File: src/rtl/axilite_if.sv
// AXI-Lite bus bundle: five independent channels, each a valid/ready handshake.
// A beat transfers on a rising edge where valid and ready are both high.
interface axilite_if #(
    parameter int ADDR_WIDTH = 10,
    parameter int DATA_WIDTH = 32
);
    logic                      awvalid;
    logic                      awready;
    logic [ADDR_WIDTH-1:0]     awaddr;
    logic                      wvalid;
    logic                      wready;
    logic [DATA_WIDTH-1:0]     wdata;
    logic [DATA_WIDTH/8-1:0]   wstrb;
    logic                      bvalid;
    logic                      bready;
    logic [1:0]                bresp;
    logic                      arvalid;
    logic                      arready;
    logic [ADDR_WIDTH-1:0]     araddr;
    logic                      rvalid;
    logic                      rready;
    logic [DATA_WIDTH-1:0]     rdata;
    logic [1:0]                rresp;

    modport slave (
        input  awvalid, awaddr, wvalid, wdata, wstrb, bready, arvalid, araddr, rready,
        output awready, wready, bvalid, bresp, arready, rvalid, rdata, rresp
    );

    modport master (
        output awvalid, awaddr, wvalid, wdata, wstrb, bready, arvalid, araddr, rready,
        input  awready, wready, bvalid, bresp, arready, rvalid, rdata, rresp
    );
endinterface

File: src/rtl/axilite_regfile.sv
// AXI-Lite register bank: NUM_REGS byte-strobed registers, SLVERR on out-of-range
// word indices, register contents and per-register write pulses exported.
module axilite_regfile #(
    parameter int ADDR_WIDTH = 10,
    parameter int DATA_WIDTH = 32,
    parameter int NUM_REGS   = 16,
    parameter logic [DATA_WIDTH-1:0] RESET_VAL = '0
) (
    input  logic                           clk,
    input  logic                           rst,
    axilite_if.slave                       s_axilite,
    output logic [NUM_REGS*DATA_WIDTH-1:0] reg_q,
    output logic [NUM_REGS-1:0]            wr_pulse
);
    localparam int IDX_W = ADDR_WIDTH - 2;
    localparam int NB    = DATA_WIDTH / 8;

    logic                  aw_full;
    logic                  w_full;
    logic [IDX_W-1:0]      aw_idx_q;
    logic [DATA_WIDTH-1:0] wdata_q;
    logic [NB-1:0]         wstrb_q;

    logic             aw_hs;
    logic             w_hs;
    logic             ar_hs;
    logic             commit;
    logic             aw_in_range;
    logic             ar_in_range;
    logic [IDX_W-1:0] ar_idx;
    logic             unused_addr_lsbs;

    // AW and W are captured independently; the write commits once both are held,
    // and neither channel reopens until the B response has been taken.
    assign s_axilite.awready = !rst && !aw_full && !s_axilite.bvalid;
    assign s_axilite.wready  = !rst && !w_full  && !s_axilite.bvalid;
    assign s_axilite.arready = !rst && !s_axilite.rvalid;

    assign aw_hs  = s_axilite.awvalid && s_axilite.awready;
    assign w_hs   = s_axilite.wvalid  && s_axilite.wready;
    assign ar_hs  = s_axilite.arvalid && s_axilite.arready;
    assign commit = aw_full && w_full;

    assign ar_idx      = s_axilite.araddr[ADDR_WIDTH-1:2];
    assign aw_in_range = int'(aw_idx_q) < NUM_REGS;
    assign ar_in_range = int'(ar_idx) < NUM_REGS;

    assign unused_addr_lsbs = ^{s_axilite.awaddr[1:0], s_axilite.araddr[1:0]};

    always_ff @(posedge clk) begin
        if (rst) begin
            aw_full          <= 1'b0;
            w_full           <= 1'b0;
            aw_idx_q         <= '0;
            wdata_q          <= '0;
            wstrb_q          <= '0;
            s_axilite.bvalid <= 1'b0;
            s_axilite.bresp  <= 2'b00;
            s_axilite.rvalid <= 1'b0;
            s_axilite.rresp  <= 2'b00;
            s_axilite.rdata  <= '0;
            reg_q            <= {NUM_REGS{RESET_VAL}};
            wr_pulse         <= '0;
        end else begin
            wr_pulse <= '0;

            if (aw_hs) begin
                aw_full  <= 1'b1;
                aw_idx_q <= s_axilite.awaddr[ADDR_WIDTH-1:2];
            end
            if (w_hs) begin
                w_full  <= 1'b1;
                wdata_q <= s_axilite.wdata;
                wstrb_q <= s_axilite.wstrb;
            end

            if (s_axilite.bvalid && s_axilite.bready) begin
                s_axilite.bvalid <= 1'b0;
            end

            if (commit) begin
                aw_full          <= 1'b0;
                w_full           <= 1'b0;
                s_axilite.bvalid <= 1'b1;
                s_axilite.bresp  <= aw_in_range ? 2'b00 : 2'b10;
                for (int i = 0; i < NUM_REGS; i++) begin
                    if (aw_idx_q == IDX_W'(i)) begin
                        wr_pulse[i] <= 1'b1;
                        for (int b = 0; b < NB; b++) begin
                            if (wstrb_q[b]) begin
                                reg_q[i*DATA_WIDTH + 8*b +: 8] <= wdata_q[8*b +: 8];
                            end
                        end
                    end
                end
            end

            if (s_axilite.rvalid && s_axilite.rready) begin
                s_axilite.rvalid <= 1'b0;
            end

            // Reads sample reg_q before any same-edge commit lands.
            if (ar_hs) begin
                s_axilite.rvalid <= 1'b1;
                s_axilite.rresp  <= ar_in_range ? 2'b00 : 2'b10;
                s_axilite.rdata  <= '0;
                for (int i = 0; i < NUM_REGS; i++) begin
                    if (ar_idx == IDX_W'(i)) begin
                        s_axilite.rdata <= reg_q[i*DATA_WIDTH +: DATA_WIDTH];
                    end
                end
            end
        end
    end
endmodule
File: src/flat_wrapper.sv
// flat-port wrapper written by rule: the top's interface ports become plain ports
module axilite_regfile_flat 
#(
    parameter int ADDR_WIDTH = 10,
    parameter int DATA_WIDTH = 32,
    parameter int NUM_REGS   = 16,
    parameter logic [DATA_WIDTH-1:0] RESET_VAL = '0
)
  (clk, rst, reg_q, wr_pulse, s_axilite_awvalid, s_axilite_awaddr, s_axilite_wvalid, s_axilite_wdata, s_axilite_wstrb, s_axilite_bready, s_axilite_arvalid, s_axilite_araddr, s_axilite_rready, s_axilite_awready, s_axilite_wready, s_axilite_bvalid, s_axilite_bresp, s_axilite_arready, s_axilite_rvalid, s_axilite_rdata, s_axilite_rresp);
  axilite_if #(.ADDR_WIDTH(ADDR_WIDTH), .DATA_WIDTH(DATA_WIDTH)) s_axilite_i ();
  input  logic clk;
  input  logic rst;
  output logic [NUM_REGS*DATA_WIDTH-1:0] reg_q;
  output logic [NUM_REGS-1:0] wr_pulse;
  input wire logic [$bits(s_axilite_i.awvalid)-1:0] s_axilite_awvalid;
  input wire logic [$bits(s_axilite_i.awaddr)-1:0] s_axilite_awaddr;
  input wire logic [$bits(s_axilite_i.wvalid)-1:0] s_axilite_wvalid;
  input wire logic [$bits(s_axilite_i.wdata)-1:0] s_axilite_wdata;
  input wire logic [$bits(s_axilite_i.wstrb)-1:0] s_axilite_wstrb;
  input wire logic [$bits(s_axilite_i.bready)-1:0] s_axilite_bready;
  input wire logic [$bits(s_axilite_i.arvalid)-1:0] s_axilite_arvalid;
  input wire logic [$bits(s_axilite_i.araddr)-1:0] s_axilite_araddr;
  input wire logic [$bits(s_axilite_i.rready)-1:0] s_axilite_rready;
  output wire logic [$bits(s_axilite_i.awready)-1:0] s_axilite_awready;
  output wire logic [$bits(s_axilite_i.wready)-1:0] s_axilite_wready;
  output wire logic [$bits(s_axilite_i.bvalid)-1:0] s_axilite_bvalid;
  output wire logic [$bits(s_axilite_i.bresp)-1:0] s_axilite_bresp;
  output wire logic [$bits(s_axilite_i.arready)-1:0] s_axilite_arready;
  output wire logic [$bits(s_axilite_i.rvalid)-1:0] s_axilite_rvalid;
  output wire logic [$bits(s_axilite_i.rdata)-1:0] s_axilite_rdata;
  output wire logic [$bits(s_axilite_i.rresp)-1:0] s_axilite_rresp;
  assign s_axilite_i.awvalid = s_axilite_awvalid;
  assign s_axilite_i.awaddr = s_axilite_awaddr;
  assign s_axilite_i.wvalid = s_axilite_wvalid;
  assign s_axilite_i.wdata = s_axilite_wdata;
  assign s_axilite_i.wstrb = s_axilite_wstrb;
  assign s_axilite_i.bready = s_axilite_bready;
  assign s_axilite_i.arvalid = s_axilite_arvalid;
  assign s_axilite_i.araddr = s_axilite_araddr;
  assign s_axilite_i.rready = s_axilite_rready;
  assign s_axilite_awready = s_axilite_i.awready;
  assign s_axilite_wready = s_axilite_i.wready;
  assign s_axilite_bvalid = s_axilite_i.bvalid;
  assign s_axilite_bresp = s_axilite_i.bresp;
  assign s_axilite_arready = s_axilite_i.arready;
  assign s_axilite_rvalid = s_axilite_i.rvalid;
  assign s_axilite_rdata = s_axilite_i.rdata;
  assign s_axilite_rresp = s_axilite_i.rresp;
  axilite_regfile #(.ADDR_WIDTH(ADDR_WIDTH), .DATA_WIDTH(DATA_WIDTH), .NUM_REGS(NUM_REGS), .RESET_VAL(RESET_VAL)) u_core (.clk(clk), .rst(rst), .s_axilite(s_axilite_i), .reg_q(reg_q), .wr_pulse(wr_pulse));
endmodule
File: config.mk
export PLATFORM = sky130hd
export DESIGN_NAME = axilite_regfile_flat
export DESIGN_NICKNAME = d
export VERILOG_FILES = /design/src/rtl/axilite_if.sv /design/src/rtl/axilite_regfile.sv /design/src/flat_wrapper.sv
export SDC_FILE = /design/constraint.sdc
export NUM_CORES = 1
export LEC_CHECK = 0
export ABC_CLOCK_PERIOD_IN_PS = 2400
export CAP_MARGIN = 30
export CORE_ASPECT_RATIO = 1.5
export CORE_MARGIN = 2
export CORE_UTILIZATION = 32
export DETAILED_ROUTE_END_ITERATION = 6
export SLEW_MARGIN = 10
export SYNTH_ARGS = -nofsm -noshare
export SYNTH_HDL_FRONTEND = slang
export SYNTH_SLANG_ARGS = --single-unit
File: constraint.sdc
create_clock -name clk -period 2.4 [get_ports clk]
set_input_delay 0.48 -clock clk [delete_from_list [all_inputs] [get_ports clk]]
set_output_delay 0.48 -clock clk [all_outputs]
set_load 0.01 [all_outputs]
Word-level counts from Yosys, hierarchy flattened
Index checks and enable logic that the tools add are counted.
{ "word_totals": {"ff_bits": 612, "inputBits": 63, "output_inout_bits": 569, "word_cells": 232} }
{ "classes": {"order_cmp": 2, "n_eq_ne": 30, "mux": 38, "n_bitwise": 1, "n_reduce_logical": 86} }
{ "ops": {"columns": ["op", "n"], "rows": [
  ["$mux W32", 16],
  ["$reduce_and A3 Y1", 64],
  ["$eq A8 B4 Y1 const B", 16],
  ["$eq A8 B3 Y1 const B", 8],
  ["$eq A8 B2 Y1 const B", 4],
  ["$mux W1", 20],
  ["$eq A8 B1 Y1 const B", 2],
  ["$logic_not A8 Y1", 2],
  ["$lt A8 B5 Y1 const B", 2],
  ["$logic_and A1 B1 Y1", 11],
  ["$logic_not A1 Y1", 5],
  ["$mux W2", 2],
  ["$reduce_bool A2 Y1", 2],
  ["$reduce_or A2 Y1", 2],
  ["$not A1 Y1", 1]
]} }

Logic depth before layout (Yosys ltp)
{ "logic_depth": {"word_depth": 17, "ltp_mapped": 9, "mapped_depth_nobuf": 5} }

Worst setup path before layout
Ideal clock, no wire load.
{ "synth_timing": {"kind": "input -> register", "from": "input port s_axilite_araddr[7]", "to": "register u_core.s_axilite.rdata[12]", "arrival_ps": 1949, "t_required_ps": 2280, "slack_ps": 332, "path_stages": 5, "n_path_buf": 1, "cell_sequence": "or4_4 buf_2 nor3_2 a211oi_1 a211o_1"} }
{ "synth_via": {"elab_chain_len": 17, "word_cells_on_any_way": 32, "cone_classes": "eq/ne (15); mux (16); reduce/logical (1)"} }
{ "synth_lines": {"columns": ["item", "line", "text"], "rows": [
  ["from (decl)", "flat_wrapper.sv:22", "input wire logic [$bits(s_axilite_i.araddr)-1:0] s_axilite_araddr;"],
  ["$logic_not A8 Y1", "axilite_regfile.sv:108", "if (ar_idx == IDX_W'(i)) begin"],
  ["$mux W32 (15 in a row)", "axilite_regfile.sv:108", null],
  ["$mux W32 *", "axilite_regfile.sv:108", null],
  ["to (signal assigned)", "axilite_regfile.sv:109", "s_axilite.rdata <= reg_q[i*DATA_WIDTH +: DATA_WIDTH];"],
  ["to (decl)", "axilite_if.sv:27", "output awready, wready, bvalid, bresp, arready, rvalid, rdata, rresp"]
]} }
Every way passes the cells marked *; elsewhere a longest branch is shown, timed or not.
A chain may end at the register's enable or synchronous reset.

Final worst setup path
{ "layout_timing": {"from": "register u_core.aw_idx_q[4]", "to": "register u_core.reg_q[60]"} }
{ "layout_via": {"elab_chain_len": 2} }
{ "layout_lines": {"columns": ["item", "line", "text"], "rows": [
  ["from (decl)", "axilite_regfile.sv:20", "logic [IDX_W-1:0] aw_idx_q;"],
  ["from (signal assigned)", "axilite_regfile.sv:69", "aw_idx_q <= s_axilite.awaddr[ADDR_WIDTH-1:2];"],
  ["$eq A8 B1 Y1", "axilite_regfile.sv:87", "if (aw_idx_q == IDX_W'(i)) begin"],
  ["$reduce_and A3 Y1 (no source line)", null, null],
  ["to (signal assigned)", "axilite_regfile.sv:62", "reg_q <= {NUM_REGS{RESET_VAL}};"],
  ["to (signal, indexed assignment)", "axilite_regfile.sv:91", "reg_q[i*DATA_WIDTH + 8*b +: 8] <= wdata_q[8*b +: 8];"],
  ["to (decl)", "axilite_regfile.sv:12", "output logic [NUM_REGS*DATA_WIDTH-1:0] reg_q,"]
]} }
No other way between the ends.

==> impl_metrics.json <==
{
  "drc": 0,
  "ys_seq_area_share_pct": 44.8,
  "crit_family": "simple AND/OR/NAND/NOR gates",
  "dpl_cell_area_um2": 35800,
  "cts_sinks": 610,
  "r2r-end": "u_core.reg_q[60]",
  "reg2regPathDepth": 8,
  "status": "completed",
  "cts.hold.buffers_added": 0,
  "intPower_uw": 16500,
  "htree_levels": 2,
  "final_common_cell": "nand2_1",
  "nets": 4090,
  "synth_edf_count": 0,
  "multi_input_area_um2": 13400,
  "wire_per_inst_um": 28.1,
  "ys_warn_count": 0,
  "p_leak_uw": 0.0124,
  "ctsRootBufferMaster": "clkbuf_16",
  "wirelength_um": 146000,
  "pwr-share-comb_pct": 6.8,
  "port_buffers": 625,
  "finalInstanceArea_um2": 37900,
  "start_util_pct": 32.1,
  "rsz0062_at_grt": "false",
  "hold_start": "rst",
  "grt_use_total_pct": 31.9,
  "num_rows": 131,
  "drive_above_1_share_pct": 11.9,
  "fin_crit_sh_pct": 98.8,
  "synth_cell_types": 71,
  "cts_buffer_depth": 3,
  "max_stage_delay_ns": 0.52,
  "seqCellArea_um2": 12200,
  "worstReg2RegStart": "u_core.aw_idx_q[4]",
  "firstDrtPassIters": 6,
  "fin_skew_ns": 0.0406,
  "worst_setup_path_start_kind": "flip-flop",
  "synthFlopType": "dfxtp_1",
  "powerDensity_nw_per_um2": 587,
  "arrival_ns": 2.87,
  "period_needed_ns": 2.37,
  "min_to": "u_core.reg_q[283]",
  "relSlewSlack_pct": 21.5,
  "critPathMaxFanout": 13,
  "boundaryPins": 632,
  "p_sw_share_pct": 25.9,
  "syn-instance-count": 3434,
  "cp_slowest_cell": "or4_1",
  "drv_cap": 0,
  "min_path_type": "in -> reg",
  "crit_chain": "or4_1 > buf_4 > nor3_4 > buf_12 > buf_4 > nand2_1 > nand2_1 > a21oi_1",
  "dp.cells": 5094,
  "ir_drop_v": 0.000628,
  "cp-end-kind": "flip-flop",
  "hpwl_um": 111000,
  "path_class": "reg -> reg",
  "overflow": 0,
  "layout.cells.non_filler": 5206,
  "netlist_area_um2": 27200,
  "ant_nets": 0,
  "via_per_inst": 5.75,
  "clkPwrFrac_pct": 46.5,
  "cts_tree": "done",
  "tightestPinTransition_ns": 1.18,
  "slew_violations": 0,
  "finalHoldViolCount": 0,
  "gp_congestion": 0.953,
  "cp.required_ns": 2.90,
  "core_um2": 84700,
  "fillCellCount": 8461,
  "ys_seq_elements": 610,
  "final-setup-viol-count": 0,
  "syn_avg_cell_area_um2": 7.93,
  "drt_iter0_drc": 3853,
  "cts_buffers": 61,
  "insertion_delay_ns": 0.68,
  "grt_pass1_wl_um": 207000,
  "power_frac_seq_pct": 46.7,
  "whs_path_depth": 2,
  "path_clk_slew_ns": 0.07,
  "grt_start_max_net_pins": 214,
  "grt_pass1_vias": 27652,
  "die-area_um2": 87500,
  "antenna_found_initial": 2,
  "vias": 29915,
  "fmax_mhz": 422,
  "switching_power_uw": 5750,
  "area_delta_synth_final_pct": 39.2,
  "reg2reg_slack_ns": 0.03,
  "die_w_um": 242,
  "die_h_um": 361,
  "worst-path-buf-inv": 3,
  "synthArstFlopShare_pct": 0,
  "final_cell_mix": "nand2_1 (713), a21oi_1 (628), clkdlybuf4s50_1 (619)"
}
[flip-flops by register name, indices dropped and copies added, names as in the netlist]
signal,count
u_core.aw_full,1
u_core.aw_idx_q,8
u_core.reg_q,512
u_core.s_axilite.bresp,1
u_core.s_axilite.bvalid,1
u_core.s_axilite.rdata,32
u_core.s_axilite.rresp,1
u_core.s_axilite.rvalid,1
u_core.w_full,1
u_core.wdata_q,32
u_core.wr_pulse,16
u_core.wstrb_q,4
[timing repair]
action                                  in CTS  in global routing
endpoints found under the setup margin       3                 42
setup buffers                                0                  0
gates resized for setup                      6                 11
pin swaps                                    1                  0
[synth_stat cells, types with 19 or more instances]
cell      number  area, um^2
nand2_1      723        2710
a21oi_1      628        3140
dfxtp_1      610       12200
nand3_1      521        2610
clkbuf_1     175         657
buf_2        140         701
mux2i_1       79         791
o21ai_0       65         325
nor2_1        56         210
mux2_2        41         462
a22oi_1       36         270
o22ai_1       34         213
a211oi_1      24         180
mux4_2        21         473
nor4_1        20         125
a221oi_1      19         166
[metal layers]
metal  GRT usage, %  vias to the layer above  share of wire (%)
met5              0                        -                  0
met4           15.7                        0                5.7
met3           8.76                      292                9.9
met2           48.5                     1634                 44
met1           41.4                    14673                 41
li1               -                    13316                  -
[worst max path at each step]
stage / startpoint / end / slack [ns] / cells past startpoint
5_1_grt: u_core.aw_idx_q[4] / u_core.reg_q[60] / 0.002 / 8
3_5_place_dp: s_axilite_arvalid / u_core.s_axilite.rdata[14] / -0.38 / 7
3_3_place_gp: s_axilite_arvalid / u_core.s_axilite.rdata[14] / -0.38 / 7
2_1_floorplan: s_axilite_araddr[7] / u_core.s_axilite.rdata[12] / 0.33 / 5
6_report: u_core.aw_idx_q[4] / u_core.reg_q[60] / 0.03 / 8
4_1_cts: u_core.aw_full / s_axilite_awready / 0.02 / 2
[power groups by stage]
stage	Combinational (uW)	Clock, uW	Sequential [uW]
floorplan	896	0	10400
global placement	1480	0	10600
detailed placement	1480	0	10600
CTS	1490	10400	10400
global route	1570	10800	10400
finish	1510	10300	10400
[per-stage QoR]
stage	power (uW)	setup TNS [ns]	setup WS [ns]	hold WS (ns)	util (%)
global route	22700	0	0.00200	0.0638	44.8
detailed placement	12100	-7.92	-0.375	0.448	42.2
finish	22200	0	0.0292	0.0845	44.8
global placement	12100	-7.34	-0.377	0.448	42.2
floorplan	11300	0	0.332	0.439	-
CTS	22200	0	0.0227	0.0535	44.7
[cell type report]
| class | instances | area share [%] |
|---|---|---|
| diodes | 1 | 0.00660 |
| inverters | 7 | 0.0693 |
| well taps | 1130 | 3.73 |
| clock buffers | 80 | 4.64 |
| repair buffers | 880 | 23.0 |
| multi-input cells | 2467 | 35.4 |
| flip-flops and latches | 610 | 32.2 |
| clock inverters | 31 | 0.934 |
[cell families after synthesis]
logic type | synth area share (%)
simple gates | 23.7
compound gates | 18.9
mux | 6.33
buf+inv | 6.26
other cells | 0.0138
flops | 44.8
(Power assumes the default switching activity.)
